--- src/rtl/branch_resolve_unit.sv ---
// +-----------------------------------------------------------------------+
// | branch_resolve_unit: EX-stage branch check, BTB update and redirect.  |
// | Revision: 1.0                                                         |
// +-----------------------------------------------------------------------+
`default_nettype none

module branch_resolve_unit #(
  parameter int CNT_W = 32
) (
  input  logic             clk,
  input  logic             reset,
  input  logic             stall_i,
  input  logic             id_valid_i,
  input  logic [31:0]      id_pc_i,
  input  logic             id_pred_taken_i,
  input  logic [31:0]      id_pred_target_i,
  input  logic             ex_is_branch_i,
  input  logic             ex_taken_i,
  input  logic [31:0]      ex_target_i,
  output logic             upd_valid_o,
  output logic             upd_taken_o,
  output logic [31:0]      upd_addr_o,
  output logic [31:0]      upd_target_o,
  output logic             redirect_valid_o,
  output logic [31:0]      redirect_pc_o,
  output logic             flush_o,
  output logic [CNT_W-1:0] branch_count_o,
  output logic [CNT_W-1:0] mispredict_count_o
);

  typedef enum logic [0:0] {
    ST_IDLE    = 1'b0,
    ST_RECOVER = 1'b1
  } state_e;

  state_e             state_q, state_d;
  logic               ex_v_q, ex_v_d;
  logic [31:0]        ex_pc_q, ex_pc_d;
  logic               ex_pt_q, ex_pt_d;
  logic [31:0]        ex_ptgt_q, ex_ptgt_d;
  logic               upd_valid_q, upd_valid_d;
  logic               upd_taken_q, upd_taken_d;
  logic [31:0]        upd_addr_q, upd_addr_d;
  logic [31:0]        upd_target_q, upd_target_d;
  logic               redirect_valid_q, redirect_valid_d;
  logic [31:0]        redirect_pc_q, redirect_pc_d;
  logic               flush_q, flush_d;
  logic [CNT_W-1:0]   branch_cnt_q, branch_cnt_d;
  logic [CNT_W-1:0]   mispred_cnt_q, mispred_cnt_d;

  logic               w_resolve;
  logic [31:0]        w_seq_pc;
  logic [31:0]        w_correct_pc;
  logic [31:0]        w_pred_pc;
  logic               w_alias;
  logic               w_mispredict;

  assign w_resolve    = (state_q == ST_IDLE) && ex_v_q && !stall_i;
  assign w_seq_pc     = ex_pc_q + 32'd4;
  assign w_correct_pc = (ex_is_branch_i && ex_taken_i) ? ex_target_i : w_seq_pc;
  assign w_pred_pc    = ex_pt_q ? ex_ptgt_q : w_seq_pc;
  // A BTB hit on a non-branch is always wrong, whatever target it carried.
  assign w_alias      = !ex_is_branch_i && ex_pt_q;
  assign w_mispredict = w_resolve && (w_alias || (w_correct_pc != w_pred_pc));

  always_comb begin
    state_d = state_q;
    case (state_q)
      ST_IDLE:    if (w_mispredict) state_d = ST_RECOVER;
      ST_RECOVER: state_d = ST_IDLE;
      default:    state_d = ST_IDLE;
    endcase
  end

  always_comb begin
    ex_v_d    = ex_v_q;
    ex_pc_d   = ex_pc_q;
    ex_pt_d   = ex_pt_q;
    ex_ptgt_d = ex_ptgt_q;
    if (w_mispredict || (state_q == ST_RECOVER)) begin
      ex_v_d = 1'b0;
    end else if (!stall_i) begin
      ex_v_d    = id_valid_i;
      ex_pc_d   = id_pc_i;
      ex_pt_d   = id_pred_taken_i;
      ex_ptgt_d = id_pred_target_i;
    end
  end

  always_comb begin
    upd_valid_d      = 1'b0;
    upd_taken_d      = upd_taken_q;
    upd_addr_d       = upd_addr_q;
    upd_target_d     = upd_target_q;
    redirect_valid_d = w_mispredict;
    redirect_pc_d    = redirect_pc_q;
    flush_d          = w_mispredict;
    branch_cnt_d     = branch_cnt_q;
    mispred_cnt_d    = mispred_cnt_q;
    if (w_resolve && ex_is_branch_i) begin
      upd_valid_d  = 1'b1;
      upd_taken_d  = ex_taken_i;
      upd_addr_d   = ex_pc_q;
      upd_target_d = ex_target_i;
      branch_cnt_d = branch_cnt_q + CNT_W'(1);
    end
    if (w_mispredict) begin
      redirect_pc_d = w_correct_pc;
      mispred_cnt_d = mispred_cnt_q + CNT_W'(1);
    end
  end

  always_ff @(posedge clk) begin
    if (reset) begin
      state_q          <= ST_IDLE;
      ex_v_q           <= 1'b0;
      ex_pc_q          <= 32'd0;
      ex_pt_q          <= 1'b0;
      ex_ptgt_q        <= 32'd0;
      upd_valid_q      <= 1'b0;
      upd_taken_q      <= 1'b0;
      upd_addr_q       <= 32'd0;
      upd_target_q     <= 32'd0;
      redirect_valid_q <= 1'b0;
      redirect_pc_q    <= 32'd0;
      flush_q          <= 1'b0;
      branch_cnt_q     <= '0;
      mispred_cnt_q    <= '0;
    end else begin
      state_q          <= state_d;
      ex_v_q           <= ex_v_d;
      ex_pc_q          <= ex_pc_d;
      ex_pt_q          <= ex_pt_d;
      ex_ptgt_q        <= ex_ptgt_d;
      upd_valid_q      <= upd_valid_d;
      upd_taken_q      <= upd_taken_d;
      upd_addr_q       <= upd_addr_d;
      upd_target_q     <= upd_target_d;
      redirect_valid_q <= redirect_valid_d;
      redirect_pc_q    <= redirect_pc_d;
      flush_q          <= flush_d;
      branch_cnt_q     <= branch_cnt_d;
      mispred_cnt_q    <= mispred_cnt_d;
    end
  end

  assign upd_valid_o        = upd_valid_q;
  assign upd_taken_o        = upd_taken_q;
  assign upd_addr_o         = upd_addr_q;
  assign upd_target_o       = upd_target_q;
  assign redirect_valid_o   = redirect_valid_q;
  assign redirect_pc_o      = redirect_pc_q;
  assign flush_o            = flush_q;
  assign branch_count_o     = branch_cnt_q;
  assign mispredict_count_o = mispred_cnt_q;

endmodule

`default_nettype wire

--- config.mk ---
export PLATFORM = sky130hd
export DESIGN_NAME = branch_resolve_unit
export DESIGN_NICKNAME = d
export VERILOG_FILES = /design/src/rtl/branch_resolve_unit.sv
export SDC_FILE = /design/constraint.sdc
export NUM_CORES = 1
export LEC_CHECK = 0
export BUFFER_PORTS_ARGS = -buffer_cell sky130_fd_sc_hd__buf_2
export CAP_MARGIN = 20
export CORE_ASPECT_RATIO = 2
export CORE_MARGIN = 2
export CORE_UTILIZATION = 25
export DETAILED_ROUTE_END_ITERATION = 8
export GPL_TIMING_DRIVEN = 0
export SYNTH_ARGS = -nofsm -noshare
export SYNTH_HDL_FRONTEND = slang
export SYNTH_SLANG_ARGS = --single-unit
--- constraint.sdc ---
create_clock -name clk -period 3.35 [get_ports clk]
set_input_delay 0.1675 -clock clk [delete_from_list [all_inputs] [get_ports clk]]
set_output_delay 0.1675 -clock clk [all_outputs]
set_load 0.02 [all_outputs]
==> metrics.yaml, run 1 <==
logic_synthesis:
  synth_edf_count: 0
  synthXorXnorAreaFrac_pct: 10.3
  syn_avg_cell_area_um2: 7.97
  synth_top_area_share_pct: 38.5
  synth_area_leaders: "dfxtp_1 (38%), a21oi_1 (8.4%), nand2_1 (6.8%)"
  synth_compound_area_share_pct: 19.7
  synth_mux_area_share_pct: 1.12
  async_reset_ff_share_pct: 0
  ys_seq_area_share_pct: 38.5
  syn_nets: 1609
  synth_commonest_cells: "dfxtp_1 (230), nand2_1 (216), a21oi_1 (201), nand3_1 (104), nor2_1 (90)"
  yosys.cell_types.count: 79
  yosys_warnings: 0
  syn_area_um2: 12000
  yosysMostFrequentCell: "dfxtp_1"
  synth_top_family_by_area: "simple AND/OR/NAND/NOR gates"
  synthAdderAreaFrac_pct: 0.314
  yosys.area_share.simple_pct: 24.4
  synth-seq-cells: 230
  synth_top_cell_by_area: "dfxtp_1"
  syn-instance-count: 1503
  synth_ff_type: "dfxtp_1"
sta:
  fmax_mhz: 266
  period_share_pct: 112
  finalWorstSetupSlack_ns: -0.405
  fin_setup_tns_ns: -33.22
  finalSetupViolCount: 132
  rsz0062_at_grt: "true"
  period_needed_ns: 3.76
  fin_skew_ns: 0.0227
  fin_hold_ws_ns: 0.0596
  hold_viol_final: 0
  max_slew_margin_pct: 22.6
  worst_pin_slew_ns: 1.16
  drv_slew: 0
placed_design:
  gp_congestion: 1.00
  dp_slack_ns: -1.53
  dp_hpwl_um: 45300
  placed_cell_area_um2: 14100
  io_buffers: 263
pwr:
  p_comb_share_pct: 20.3
  seq_power_share_pct: 41.6
  p_total_mw: 6.98
  power_density_nw_per_um2: 362
  switching_power_mw: 2.12
  internal-power_mw: 4.87
  swShare_pct: 30.3
  ir_drop_uv: 319
  power_leakage_nw: 7.40
  clockPowerShare_pct: 38.1
floorplan:
  io_pins: 267
  die_x_um: 159
  core-area_um2: 47400
  start_util_pct: 25.3
  die-area_um2: 49800
  rows: 113
  die_h_um: 313
routing:
  drtIter0Drc: 812
  drc: 0
  viasPerCell: 5.28
  avgRoutedWirePerCell_um: 23.7
  vias: 14000
  drt_pass1_iterations: 5
  wirelength_um: 62700
  antenna_left: 0
setup_path:
  crit_chain: "buf_12 > ha_4 > nand3_4 > buf_6 > nor3_4 > buf_6 > nand4_1 > a31oi_4 > xor2_2 > a221o_1 > or4b_4 > o31ai_4 > buf_6 > buf_12 > buf_8 > nand3_1 > a21oi_2"
  path_max_fanout: 7
  start_kind: "flip-flop"
  required_ns: 3.83
  slowest_stage: "or4b_4"
  critPathMaxStageDelay_ns: 0.53
  critPathArrivalTime_ns: 4.24
  r2r_cells: 17
  crit_top_cell: "buf_6"
  crit_type: "reg2reg"
  crit_path_end_kind: "flip-flop"
clock_network:
  cts.sinks: 230
  clkLatencyLatePin_ns: 0.56
  cts_buffers: 23
  cts_root_buf: "clkbuf_16"
  cts_htree_levels: 1
  tritoncts: "done"
  path_clk_slew_ns: 0.07
  clock_path_buffers: 3
hold_path:
  hold_depth: 4
  worstHoldPathType: "in2reg"
job:
  maxCapViolations: 0
global_route:
  antenna_found_initial: 2
  grt_max_degree: 16
  gr-total-overflow: 0
  track_usage_pct: 23.1
  grt_first_pass_wirelength_um: 86100
  grt_pass1_vias: 13800
finish:
  drive_gt1_share_pct: 39.0
  final_nets: 2110
  final_cell_area_um2: 19300
  area_growth_pct: 61.3
status:
  status: "finished with violations"
  violations: "negative setup slack"
-- power by group through the flow --
stage / logic, mW / clock network (mW) / registers [mW]
final: 1.42 / 2.66 / 2.91
after global routing: 1.48 / 2.81 / 2.91
after CTS: 1.17 / 2.72 / 2.89
after detailed placement: 0.886 / 0 / 2.95
after global placement: 0.880 / 0 / 2.94
after floorplan: 0.500 / 0 / 2.93
-- cell type report --
class,instances,area [µm²]
diodes,1,2.50
plain buffers,121,890
clock buffers,30,612
repair buffers,483,3590
clock inverters,10,114
inverters,19,71.3
well taps,632,791
multi-input cells,1126,8610
fillers,4722,28000
flip-flops and latches,230,4640
-- layout by cell type (no fill, tap or decap), types with 21 or more instances in the layout --
cell           instances
nand4_1               33
xnor2_1               61
nand2_1              190
xor2_1                43
buf_6                 37
nand3_2               25
dfxtp_1              215
clkbuf_1              76
a21oi_2               79
buf_4                 88
o21ai_1               34
nand3_4               27
and3_1                21
buf_2                265
a21oi_1              121
nand2_4               21
o21ai_2               35
clkbuf_16             34
dlygate4sd3_1         96
nor2_1                87
nand3_1               55
-- final timing paths --
path / to / start / slack, ns
max: ex_pc_q[24]$_SDFFE_PP0P_ / ex_pc_q[3]$_SDFFE_PP0P_ / -0.41
max reg2reg: ex_pc_q[24]$_SDFFE_PP0P_ / ex_pc_q[3]$_SDFFE_PP0P_ / -0.41
min: ex_v_q$_SDFFE_PP0N_ / id_valid_i / 0.06
min reg2reg: upd_target_o[26]$_SDFFE_PP0P_ / upd_target_o[26]$_SDFFE_PP0P_ / 0.45
-- critical path, delay by kind of cell, from the launching register on --
family | cells | cell delay (ns)
xor gates and xnor gates | 1 | 0.13
buffers and inverters | 6 | 0.91
adders and majority gates | 1 | 0.14
and+or+nand+nor | 5 | 1.06
DFF | 1 | 0.37
AOI/OAI and AO/OA | 4 | 1.05
-- timing repair --
item / in CTS / in global routing
setup buffers: 76 / 29
pin swaps: 60 / 170
endpoints found under the setup margin: 132 / 139
gates resized for setup: 243 / 304
hold buffers: 96 / 0
cloned: 3 / 15
endpoints found under the hold margin: 96 / 0
-- sequential cells by signal, summed over array words and instances (netlist names) --
signal and flops:
branch_count_o 32, ex_pc_q 32, ex_pt_q 1, ex_ptgt_q 32, ex_v_q 1, flush_o 1, mispredict_count_o 32, redirect_pc_o 32
state_q 1, upd_addr_o 32, upd_taken_o 1, upd_target_o 32, upd_valid_o 1
-- logic make-up after synthesis --
family                     Yosys count
xor gates and xnor gates           132
muxes                               13
AOI/OAI and AO/OA                  395
DFF                                230
and+or+nand+nor                    583
buffers and inverters              147
adders and majority gates            3
-- metrics by stage --
stage          instances  util, %
3_3_place_gp        2398     29.7
4_1_cts             2611     36.7
6_report            2652     40.8
5_1_grt             2652     40.8
3_5_place_dp        2400     29.7
2_1_floorplan       1503        -
-- routing by layer --
metal,GRT usage [%],part of all wire [%],vias up
li1,-,-,6342
met1,21.8,32,6777
met2,44.6,53,634
met3,2.88,5.1,256
met4,18.1,9.4,2
met5,0,0.019,-
No activity file was read; power rests on OpenSTA's default activity.
==> run 2: changes to the inputs <==
- PLACE_DENSITY: not set -> 0.47
==> run 2 against run 1 <==
  * The run still ends with negative setup slack left
  * Critical endpoint unchanged
  * Cell count up 0.83%
  * Clock skew grew 0.0042 ns
  * Fmax increased by 2.2%
  * Sequential power barely moved
  * Critical path type unchanged
  * Die area is the same
==> metrics.yaml, run 2 (synthesized netlist as in run 1, its figures left out) <==
pwr:
  clockPowerShare_pct: 38.6
  power_density_nw_per_um2: 360
  swShare_pct: 29.9
  power_leakage_nw: 7.45
  internal-power_mw: 4.86
  p_comb_share_pct: 19.5
  ir_drop_uv: 274
  seq_power_share_pct: 41.9
  switching_power_mw: 2.07
routing:
  drtIter0Drc: 694
  drt_pass1_iterations: 5
  drc: 0
  viasPerCell: 5.09
  antenna_left: 0
  avgRoutedWirePerCell_um: 22.7
  vias: 13600
  wirelength_um: 60600
sta:
  period_needed_ns: 3.67
  max_slew_margin_pct: 20.7
  hold_viol_final: 0
  finalWorstSetupSlack_ns: -0.324
  fmax_mhz: 272
  worst_pin_slew_ns: 1.19
  period_share_pct: 110
  fin_skew_ns: 0.0270
  fin_hold_ws_ns: 0.0867
  drv_slew: 0
  finalSetupViolCount: 126
  rsz0062_at_grt: "true"
status:
  violations: "negative setup slack"
  status: "finished with violations"
setup_path:
  crit_path_end_kind: "flip-flop"
  start_kind: "flip-flop"
  crit_type: "reg2reg"
  slowest_stage: "or4b_4"
  critPathMaxStageDelay_ns: 0.58
  crit_chain: "ha_4 > nand3_4 > buf_6 > nor4_4 > buf_4 > xnor2_2 > xnor2_1 > o31ai_2 > a41oi_2 > or4b_4 > o31a_1 > buf_8 > buf_6 > o21ai_2 > a21oi_2"
  required_ns: 3.75
  critPathArrivalTime_ns: 4.08
  path_max_fanout: 10
  crit_top_cell: "buf_6"
global_route:
  grt_pass1_vias: 13600
  grt_first_pass_wirelength_um: 85900
  antenna_found_initial: 2
  grt_max_degree: 15
  track_usage_pct: 23.1
  gr-total-overflow: 0
floorplan:
  rows: 113
  start_util_pct: 25.3
  io_pins: 267
  die_h_um: 313
  die_x_um: 159
  core-area_um2: 47400
  die-area_um2: 49800
finish:
  drive_gt1_share_pct: 37.6
  final_nets: 2127
  final_common_cell: "buf_2"
  layout_common_cells: "buf_2 (264), dfxtp_1 (215), nand2_1 (191), a21oi_1 (151), buf_4 (100)"
  area_growth_pct: 61.0
hold_path:
  worstHoldPathType: "in2reg"
placed_design:
  dp_slack_ns: -1.65
  io_buffers: 263
  dp_hpwl_um: 45100
  gp_congestion: 0.976
clock_network:
  cts.sinks: 230
  cts_buffers: 24
  cts_htree_levels: 1
  clkLatencyLatePin_ns: 0.56
  path_clk_slew_ns: 0.07
  tritoncts: "done"
  cts_root_buf: "clkbuf_16"
  clock_path_buffers: 3
job:
  maxCapViolations: 0
==> run 2: changes by cell type in the layout (fill, tap and decap cells not counted), sizes merged <==
cell      delta
bufinv       -1
buf         +20
clkbuf       -1
diode        +2
inv          -2
bufbuf       +1
clkinvlp     +3
==> run 2: power by group through the flow <==
stage                     combinational, mW  clock (mW)  sequential (mW)
after global placement                0.880           0             2.94
final                                  1.35        2.68             2.91
after global routing                   1.42        2.83             2.91
after CTS                              1.23        2.74             2.89
after detailed placement              0.885           0             2.95
after floorplan                       0.500           0             2.93
==> run 2: repair_timing <==
item,CTS,global route
endpoints found under the setup margin,132,138
hold buffers,96,0
resized for setup,285,215
hold endpoints to repair,96,0
pin swaps,116,123
cloned,11,5
buffers inserted,102,27
==> run 2: layout make-up <==
cell class                 instances  area [µm²]
buffer                           124         940
antenna                            3        7.51
multi-input combinational       1126        8360
inverter                          19        71.3
tap                              632         791
timing repair buffer             496        3710
sequential                       230        4640
clock inverter                    10         100
fill                            4800       28100
clock buffer                      34         658
==> run 2: path summary, 6_finish.rpt <==
path	start	end	slack (ns)	depth (start not counted)
max	ex_pc_q[3]$_SDFFE_PP0P_	ex_pc_q[24]$_SDFFE_PP0P_	-0.32	15
min	reset	mispredict_count_o[5]$_SDFFE_PP0P_	0.09	3
max reg2reg	ex_pc_q[3]$_SDFFE_PP0P_	ex_pc_q[24]$_SDFFE_PP0P_	-0.32	15
min reg2reg	upd_target_o[26]$_SDFFE_PP0P_	upd_target_o[26]$_SDFFE_PP0P_	0.45	2
==> run 2: stage by stage <==
stage               power [mW]  util [%]  cells  TNS [ns]  area (µm²)
floorplan                 3.43         -   1503         0       12000
global placement          3.82      29.7   2398   -168.82       14100
detailed placement        3.83      29.7   2398   -179.61       14100
CTS                       6.86      38.3   2648    -16.52       18100
global route              7.16      40.7   2674    -31.44       19300
finish                    6.93      40.7   2674    -23.23       19300
==> run 2: critical path: cells and delay by family, from the launching register on <==
family / cells / cell delay [ns]
fa+ha+maj: 1 / 0.17
flops: 1 / 0.40
xor+xnor: 2 / 0.27
compound gates: 5 / 1.07
simple gates: 3 / 0.87
buf+inv: 4 / 0.71
==> run 2: per-layer routing <==
| layer | vias up | GRT usage (%) | part of all wire [%] | wire length, µm |
|---|---|---|---|---|
| li1 | 6380 | - | - | - |
| met1 | 6540 | 21.5 | 33 | 20100 |
| met5 | - | 0 | 0 | 0 |
| met2 | 497 | 45.8 | 55 | 33100 |
| met4 | 0 | 17.1 | 8.3 | 5050 |
| met3 | 199 | 2.52 | 4.0 | 2410 |
